**src/rtl/sc_statemachine_muxarb_if.sv**
```systemverilog
// Command/status bundle between a controller host and the mux arbiter.
interface sc_statemachine_muxarb_if #(
    parameter int unsigned SEL_WIDTH = 2
);
    logic [SEL_WIDTH-1:0] SC_STATEMACHINE_MUXARB_MODE_InBus;
    logic                 SC_STATEMACHINE_MUXARB_NEWSIGNAL_InLow;
    logic                 SC_STATEMACHINE_MUXARB_STOP_InLow;
    logic                 SC_STATEMACHINE_MUXARB_FLAGGOAL_InLow;
    logic [SEL_WIDTH-1:0] SC_STATEMACHINE_MUXARB_MUXSELECT_OutBus;
    logic                 SC_STATEMACHINE_MUXARB_BUSY_Out;
    logic                 SC_STATEMACHINE_MUXARB_DONE_Out;
    logic                 SC_STATEMACHINE_MUXARB_TIMEOUT_Out;
    logic                 SC_STATEMACHINE_MUXARB_ERROR_Out;

    modport master (
        output SC_STATEMACHINE_MUXARB_MODE_InBus,
        output SC_STATEMACHINE_MUXARB_NEWSIGNAL_InLow,
        output SC_STATEMACHINE_MUXARB_STOP_InLow,
        output SC_STATEMACHINE_MUXARB_FLAGGOAL_InLow,
        input  SC_STATEMACHINE_MUXARB_MUXSELECT_OutBus,
        input  SC_STATEMACHINE_MUXARB_BUSY_Out,
        input  SC_STATEMACHINE_MUXARB_DONE_Out,
        input  SC_STATEMACHINE_MUXARB_TIMEOUT_Out,
        input  SC_STATEMACHINE_MUXARB_ERROR_Out
    );

    modport slave (
        input  SC_STATEMACHINE_MUXARB_MODE_InBus,
        input  SC_STATEMACHINE_MUXARB_NEWSIGNAL_InLow,
        input  SC_STATEMACHINE_MUXARB_STOP_InLow,
        input  SC_STATEMACHINE_MUXARB_FLAGGOAL_InLow,
        output SC_STATEMACHINE_MUXARB_MUXSELECT_OutBus,
        output SC_STATEMACHINE_MUXARB_BUSY_Out,
        output SC_STATEMACHINE_MUXARB_DONE_Out,
        output SC_STATEMACHINE_MUXARB_TIMEOUT_Out,
        output SC_STATEMACHINE_MUXARB_ERROR_Out
    );
endinterface

```
**src/rtl/sc_statemachine_muxarb.sv**
```systemverilog
// Mode-select arbiter: latches a controller index, runs it until stop/goal/timeout,
// and reports the stop cause. Outputs are registered and track the state register.
module sc_statemachine_muxarb #(
    parameter int unsigned NUM_MODES      = 2,
    parameter int unsigned SEL_WIDTH      = 2,
    parameter int unsigned TIMEOUT_CYCLES = 0
) (
    input  logic                     SC_STATEMACHINE_MUXARB_CLOCK_50,
    input  logic                     SC_STATEMACHINE_MUXARB_RESET_InHigh,
    sc_statemachine_muxarb_if.slave  bus
);

    localparam int unsigned CNT_W = 32;

    localparam logic [1:0] ST_RESET = 2'd0;
    localparam logic [1:0] ST_START = 2'd1;
    localparam logic [1:0] ST_RUN   = 2'd2;
    localparam logic [1:0] ST_STOP  = 2'd3;

    localparam logic [SEL_WIDTH-1:0] MODE_LIMIT = SEL_WIDTH'(NUM_MODES);
    localparam logic [SEL_WIDTH-1:0] SEL_STOP   = SEL_WIDTH'(NUM_MODES + 1);
    localparam logic                 TIMEOUT_EN = (TIMEOUT_CYCLES != 0);
    localparam logic [CNT_W-1:0]     CNT_LAST   =
        CNT_W'((TIMEOUT_CYCLES == 0) ? 0 : (TIMEOUT_CYCLES - 1));

    logic [1:0]           state_q, state_d;
    logic [SEL_WIDTH-1:0] mode_q, mode_d;
    logic [CNT_W-1:0]     cnt_q, cnt_d;
    logic                 ns_prev_q;
    logic                 done_q, done_d;
    logic                 timeout_q, timeout_d;
    logic                 error_q, error_d;
    logic [SEL_WIDTH-1:0] sel_q, sel_d;
    logic                 busy_q, busy_d;

    logic                 ns_edge;
    logic                 timeout_hit;

    // Falling edge of the new-command line and the last-RUN-cycle condition.
    always_comb begin
        ns_edge     = ns_prev_q & ~bus.SC_STATEMACHINE_MUXARB_NEWSIGNAL_InLow;
        timeout_hit = TIMEOUT_EN && (cnt_q == CNT_LAST);
    end

    // Next-state, counter, flag and output decode.
    always_comb begin
        state_d   = state_q;
        mode_d    = mode_q;
        cnt_d     = cnt_q;
        done_d    = done_q;
        timeout_d = timeout_q;
        error_d   = error_q;
        sel_d     = '0;
        busy_d    = 1'b0;

        case (state_q)
            ST_RESET: state_d = ST_START;
            ST_START: begin
                mode_d = bus.SC_STATEMACHINE_MUXARB_MODE_InBus;
                if (bus.SC_STATEMACHINE_MUXARB_MODE_InBus < MODE_LIMIT) begin
                    state_d = ST_RUN;
                    cnt_d   = '0;
                end else begin
                    state_d = ST_STOP;
                    error_d = 1'b1;
                end
            end
            ST_RUN: begin
                if (cnt_q != '1) begin
                    cnt_d = cnt_q + CNT_W'(1);
                end
                if (!bus.SC_STATEMACHINE_MUXARB_STOP_InLow ||
                    !bus.SC_STATEMACHINE_MUXARB_FLAGGOAL_InLow) begin
                    state_d = ST_STOP;
                    done_d  = ~bus.SC_STATEMACHINE_MUXARB_FLAGGOAL_InLow;
                end else if (timeout_hit) begin
                    state_d   = ST_STOP;
                    timeout_d = 1'b1;
                end else if (ns_edge) begin
                    state_d = ST_START;
                end
            end
            ST_STOP: begin
                if (ns_edge) begin
                    state_d   = ST_START;
                    done_d    = 1'b0;
                    timeout_d = 1'b0;
                    error_d   = 1'b0;
                end
            end
            default: state_d = ST_RESET;
        endcase

        case (state_d)
            ST_RUN: begin
                sel_d  = mode_d + SEL_WIDTH'(1);
                busy_d = 1'b1;
            end
            ST_STOP: sel_d = SEL_STOP;
            default: sel_d = '0;
        endcase
    end

    // State, datapath and registered outputs with synchronous reset.
    always_ff @(posedge SC_STATEMACHINE_MUXARB_CLOCK_50) begin
        if (SC_STATEMACHINE_MUXARB_RESET_InHigh) begin
            state_q   <= ST_RESET;
            mode_q    <= '0;
            cnt_q     <= '0;
            ns_prev_q <= 1'b1;
            done_q    <= 1'b0;
            timeout_q <= 1'b0;
            error_q   <= 1'b0;
            sel_q     <= '0;
            busy_q    <= 1'b0;
        end else begin
            state_q   <= state_d;
            mode_q    <= mode_d;
            cnt_q     <= cnt_d;
            ns_prev_q <= bus.SC_STATEMACHINE_MUXARB_NEWSIGNAL_InLow;
            done_q    <= done_d;
            timeout_q <= timeout_d;
            error_q   <= error_d;
            sel_q     <= sel_d;
            busy_q    <= busy_d;
        end
    end

    assign bus.SC_STATEMACHINE_MUXARB_MUXSELECT_OutBus = sel_q;
    assign bus.SC_STATEMACHINE_MUXARB_BUSY_Out         = busy_q;
    assign bus.SC_STATEMACHINE_MUXARB_DONE_Out         = done_q;
    assign bus.SC_STATEMACHINE_MUXARB_TIMEOUT_Out      = timeout_q;
    assign bus.SC_STATEMACHINE_MUXARB_ERROR_Out        = error_q;

endmodule

```
**src/flat_wrapper.sv**
```systemverilog
// flat-port wrapper written by rule: the top's interface ports become plain ports
module sc_statemachine_muxarb_flat 
#(
    parameter int unsigned NUM_MODES      = 2,
    parameter int unsigned SEL_WIDTH      = 2,
    parameter int unsigned TIMEOUT_CYCLES = 0
)
  (SC_STATEMACHINE_MUXARB_CLOCK_50, SC_STATEMACHINE_MUXARB_RESET_InHigh, bus_SC_STATEMACHINE_MUXARB_MODE_InBus, bus_SC_STATEMACHINE_MUXARB_NEWSIGNAL_InLow, bus_SC_STATEMACHINE_MUXARB_STOP_InLow, bus_SC_STATEMACHINE_MUXARB_FLAGGOAL_InLow, bus_SC_STATEMACHINE_MUXARB_MUXSELECT_OutBus, bus_SC_STATEMACHINE_MUXARB_BUSY_Out, bus_SC_STATEMACHINE_MUXARB_DONE_Out, bus_SC_STATEMACHINE_MUXARB_TIMEOUT_Out, bus_SC_STATEMACHINE_MUXARB_ERROR_Out);
  sc_statemachine_muxarb_if #(.SEL_WIDTH(SEL_WIDTH)) bus_i ();
  input  logic SC_STATEMACHINE_MUXARB_CLOCK_50;
  input  logic SC_STATEMACHINE_MUXARB_RESET_InHigh;
  input wire logic [$bits(bus_i.SC_STATEMACHINE_MUXARB_MODE_InBus)-1:0] bus_SC_STATEMACHINE_MUXARB_MODE_InBus;
  input wire logic [$bits(bus_i.SC_STATEMACHINE_MUXARB_NEWSIGNAL_InLow)-1:0] bus_SC_STATEMACHINE_MUXARB_NEWSIGNAL_InLow;
  input wire logic [$bits(bus_i.SC_STATEMACHINE_MUXARB_STOP_InLow)-1:0] bus_SC_STATEMACHINE_MUXARB_STOP_InLow;
  input wire logic [$bits(bus_i.SC_STATEMACHINE_MUXARB_FLAGGOAL_InLow)-1:0] bus_SC_STATEMACHINE_MUXARB_FLAGGOAL_InLow;
  output wire logic [$bits(bus_i.SC_STATEMACHINE_MUXARB_MUXSELECT_OutBus)-1:0] bus_SC_STATEMACHINE_MUXARB_MUXSELECT_OutBus;
  output wire logic [$bits(bus_i.SC_STATEMACHINE_MUXARB_BUSY_Out)-1:0] bus_SC_STATEMACHINE_MUXARB_BUSY_Out;
  output wire logic [$bits(bus_i.SC_STATEMACHINE_MUXARB_DONE_Out)-1:0] bus_SC_STATEMACHINE_MUXARB_DONE_Out;
  output wire logic [$bits(bus_i.SC_STATEMACHINE_MUXARB_TIMEOUT_Out)-1:0] bus_SC_STATEMACHINE_MUXARB_TIMEOUT_Out;
  output wire logic [$bits(bus_i.SC_STATEMACHINE_MUXARB_ERROR_Out)-1:0] bus_SC_STATEMACHINE_MUXARB_ERROR_Out;
  assign bus_i.SC_STATEMACHINE_MUXARB_MODE_InBus = bus_SC_STATEMACHINE_MUXARB_MODE_InBus;
  assign bus_i.SC_STATEMACHINE_MUXARB_NEWSIGNAL_InLow = bus_SC_STATEMACHINE_MUXARB_NEWSIGNAL_InLow;
  assign bus_i.SC_STATEMACHINE_MUXARB_STOP_InLow = bus_SC_STATEMACHINE_MUXARB_STOP_InLow;
  assign bus_i.SC_STATEMACHINE_MUXARB_FLAGGOAL_InLow = bus_SC_STATEMACHINE_MUXARB_FLAGGOAL_InLow;
  assign bus_SC_STATEMACHINE_MUXARB_MUXSELECT_OutBus = bus_i.SC_STATEMACHINE_MUXARB_MUXSELECT_OutBus;
  assign bus_SC_STATEMACHINE_MUXARB_BUSY_Out = bus_i.SC_STATEMACHINE_MUXARB_BUSY_Out;
  assign bus_SC_STATEMACHINE_MUXARB_DONE_Out = bus_i.SC_STATEMACHINE_MUXARB_DONE_Out;
  assign bus_SC_STATEMACHINE_MUXARB_TIMEOUT_Out = bus_i.SC_STATEMACHINE_MUXARB_TIMEOUT_Out;
  assign bus_SC_STATEMACHINE_MUXARB_ERROR_Out = bus_i.SC_STATEMACHINE_MUXARB_ERROR_Out;
  sc_statemachine_muxarb #(.NUM_MODES(NUM_MODES), .SEL_WIDTH(SEL_WIDTH), .TIMEOUT_CYCLES(TIMEOUT_CYCLES)) u_core (.SC_STATEMACHINE_MUXARB_CLOCK_50(SC_STATEMACHINE_MUXARB_CLOCK_50), .SC_STATEMACHINE_MUXARB_RESET_InHigh(SC_STATEMACHINE_MUXARB_RESET_InHigh), .bus(bus_i));
endmodule
```
**config.mk**
```make
export PLATFORM = sky130hd
export DESIGN_NAME = sc_statemachine_muxarb_flat
export DESIGN_NICKNAME = d
export VERILOG_FILES = /design/src/rtl/sc_statemachine_muxarb_if.sv /design/src/rtl/sc_statemachine_muxarb.sv /design/src/flat_wrapper.sv
export SDC_FILE = /design/constraint.sdc
export NUM_CORES = 1
export LEC_CHECK = 0
export CORE_AREA = 3 3 40 42
export CTS_CLUSTER_DIAMETER = 120
export DETAILED_ROUTE_END_ITERATION = 16
export DIE_AREA = 0 0 43 45
export PLACE_DENSITY_LB_ADDON = 0.12
export SKIP_CTS_REPAIR_TIMING = 1
export SYNTH_ARGS = -nofsm -noshare
export SYNTH_HDL_FRONTEND = slang
export SYNTH_SLANG_ARGS = --single-unit
```
**constraint.sdc**
```tcl
create_clock -name SC_STATEMACHINE_MUXARB_CLOCK_50 -period 3.36 [get_ports SC_STATEMACHINE_MUXARB_CLOCK_50]
set_clock_uncertainty 0.2 [all_clocks]
set_input_delay 0.672 -clock SC_STATEMACHINE_MUXARB_CLOCK_50 [delete_from_list [all_inputs] [get_ports SC_STATEMACHINE_MUXARB_CLOCK_50]]
set_output_delay 0.672 -clock SC_STATEMACHINE_MUXARB_CLOCK_50 [all_outputs]
set_load 0.005 [all_outputs]
```
==> qor.tcl <==
set qor(r2r_setup_slack_ps) 1930
set qor(power_per_cell_area_nw_per_um2) 506
set qor(post-layout-total-power_mw) 0.290
set qor(final_cells) 70
set qor(layout_commonest_cell) {sky130_fd_sc_hd__clkdlybuf4s50_1}
set qor(dpl_cell_area_um2) 537
set qor(final_nets) 63
set qor(vias_in_the_first_global_route) 333
set qor(antenna_found_initial) 0
set qor(post-route-util_pct) 44.6
set qor(outcome) {finished, final reports clean}
set qor(worst_path_largest_cell_delay_ps) 510
set qor(wirelength_um) 783
set qor(yosys_warnings) 0
set qor(syn_avg_cell_area_um2) 10.1
set qor(whs_endpoint) {u_core.bus.SC_STATEMACHINE_MUXARB_DONE_Out}
set qor(cts_tree) {yes}
set qor(critPathArrivalTime_ps) 1120
set qor(die_height_um) 45
set qor(vdd_ir_drop_max_mv) 0.217
set qor(coreArea_um2) 1280
set qor(min_path_type) {reg -> reg}
set qor(timing.rr.start) {u_core.state_q[1]}
set qor(final_instance_area_um2) 573
set qor(min_period_over_period_pct) 59.2
set qor(die-area_um2) 1940
set qor(sum_of_negative_setup_slack_ps) 0
set qor(placement.setup.worst_slack_ps) 1180
set qor(worst-r2r-cell-count) 3
set qor(drcViolationCount) 0
set qor(io_buffers) 11
set qor(timing.setup.critical_path_class) {reg -> out}
set qor(filler_cell_count) 120
set qor(clock_pin_slew_on_the_worst_setup_and_hold_paths_ps) 60
set qor(core.rowCount) 13
set qor(die_w_um) 43
set qor(final_period_minus_worst_setup_slack_ps) 1990
set qor(achievable-frequency_ghz) 0.503
set qor(mostFrequentLayoutCells) {sky130_fd_sc_hd__clkdlybuf4s50_1, sky130_fd_sc_hd__dfxtp_1, sky130_fd_sc_hd__nor2_1}
set qor(worst_skew_pair.late_latency_ps) 260
set qor(asyncSetResetFlopFracSynth_pct) 0
set qor(crit_buf_inv) 1
set qor(grt_pass1_wl_um) 1350
set qor(place_congestion) 0.722
set qor(setup_viol_count_final) 0
set qor(n_antenna_cell) 0
set qor(design.portCount) 13
set qor(htree_num_levels) 1
set qor(fin_ws_ps) 1370
set qor(critical_path_sink_type) {primary output}
set qor(grt.overflow.total) 0
set qor(areaGrowthSynthToFinish_pct) 38.0
set qor(netlist_instances) 41
set qor(tritoncts.num_buffers) 3
set qor(synthesis.nets) 48
set qor(worst_hold_path_cells) 2
set qor(globalRouteTotalUtil_pct) 9.67
set qor(path_max_fanout) 3
set qor(clock_tree.buffer_depth) 2
set qor(placed_cells_incl_taps) 66
set qor(finalHoldViolCount) 0
set qor(crit_cells) 1
set qor(post_route_cells_drive_above_1_share_pct) 14.5
set qor(worstSetupStartpointType) {flip-flop}
set qor(max_cap_viol_count) 0
set qor(cts_num_sinks) 10
set qor(synth-edff-count) 0
set qor(drt_first_iter_violations) 2
set qor(postSynth.topFlopCell) {sky130_fd_sc_hd__dfxtp_1}
set qor(ys_seq_area_share_pct) 48.2
set qor(holdCritStartpoint) {u_core.bus.SC_STATEMACHINE_MUXARB_DONE_Out}
set qor(avgRoutedWirePerCell_um) 11.2
set qor(firstDrtPassIters) 4
set qor(multi_input_comb_area_um2) 204
set qor(final.hold.worst_slack_ps) 323
set qor(crit_slowest_cell) {sky130_fd_sc_hd__clkdlybuf4s50_1}
set qor(leakagePower_nw) 0.243
set qor(postSynthRegisterBits) 10
set qor(slew_viol_final) 0
set qor(dr_total_vias) 326
set qor(clock-root-buffer) {sky130_fd_sc_hd__clkbuf_4}
set qor(required_time_of_the_critical_path_ps) 2490
set qor(grt_start_max_net_pins) 8
set qor(synth_cell_types) 22
set qor(timing.critical_path.max_delay_family) {buffers and inverters}
set qor(ant_nets) 0
set qor(routed_via_density) 4.66
set qor(initial_utilization_pct) 32.3
set qor(unrepaired_setup_endpoints_after_global_routing) {no}
set qor(post_synth_instance_area_um2) 415
set qor(timing.critical_path.cells) {clkdlybuf4s50_1}
set qor(critical_path.reg2reg.endpoint) {u_core.mode_q[0]}
set qor(sequential_standard_cell_area_um2) 200
==> power by group <==
part           switching (mW)  internal, mW
sequential            0.00762         0.128
combinational          0.0188        0.0304
clock                  0.0391        0.0657
==> synthesized netlist by cell type, types with 2 or more instances <==
| master | number | area share (%) |
|---|---|---|
| sky130_fd_sc_hd__mux2i_1 | 2 | 4.8 |
| sky130_fd_sc_hd__dfxtp_1 | 10 | 48 |
| sky130_fd_sc_hd__nor2b_1 | 2 | 3.0 |
| sky130_fd_sc_hd__nor2_1 | 5 | 4.5 |
| sky130_fd_sc_hd__xor2_1 | 2 | 4.2 |
| sky130_fd_sc_hd__a21oi_1 | 4 | 4.8 |
==> worst max-delay path by stage <==
stage | to | start | slack, ps
2_1_floorplan | flip-flop | bus_SC_STATEMACHINE_MUXARB_NEWSIGNAL_InLow | 1760
3_3_place_gp | flip-flop | bus_SC_STATEMACHINE_MUXARB_NEWSIGNAL_InLow | 1190
3_5_place_dp | u_core.bus.SC_STATEMACHINE_MUXARB_BUSY_Out | bus_SC_STATEMACHINE_MUXARB_NEWSIGNAL_InLow | 1180
4_1_cts | bus_SC_STATEMACHINE_MUXARB_ERROR_Out | u_core.bus.SC_STATEMACHINE_MUXARB_ERROR_Out | 1350
5_1_grt | bus_SC_STATEMACHINE_MUXARB_ERROR_Out | u_core.bus.SC_STATEMACHINE_MUXARB_ERROR_Out | 1310
6_report | bus_SC_STATEMACHINE_MUXARB_ERROR_Out | u_core.bus.SC_STATEMACHINE_MUXARB_ERROR_Out | 1370
==> flip-flops by register name (all words and copies together) (netlist names) <==
| name | cells |
|---|---|
| u_core.state_q | 2 |
| u_core.ns_prev_q | 1 |
| u_core.bus.SC_STATEMACHINE_MUXARB_MUXSELECT_OutBus | 2 |
| u_core.bus.SC_STATEMACHINE_MUXARB_DONE_Out | 1 |
| u_core.bus.SC_STATEMACHINE_MUXARB_BUSY_Out | 1 |
| u_core.bus.SC_STATEMACHINE_MUXARB_ERROR_Out | 1 |
| u_core.mode_q | 2 |
==> cells by family after synthesis <==
group / synth area share (%)
other: 0.903
XOR/XNOR: 4.22
AND/OR/NAND/NOR: 18.4
multiplexers: 7.53
buffers and inverters: 2.71
flip-flops: 48.2
AO/OA/AOI/OAI: 18.1
==> cell type report <==
| cell class | instances | share of cell area, % |
|---|---|---|
| multi-input combinational | 29 | 35.6 |
| sequential | 10 | 34.9 |
| timing repair buffer | 11 | 19.2 |
| tap | 15 | 3.28 |
| inverter | 1 | 0.655 |
| clock buffer | 4 | 6.33 |
==> routing by layer <==
layer / track usage, % / vias up / share of wire (%)
met5: 0 / - / 0
met4: 7.23 / 0 / 0.51
met3: 2.79 / 2 / 7.7
met2: 16.5 / 11 / 51
met1: 10.2 / 147 / 41
li1: - / 166 / -
Note: power is estimated with default switching activity, not from simulation.
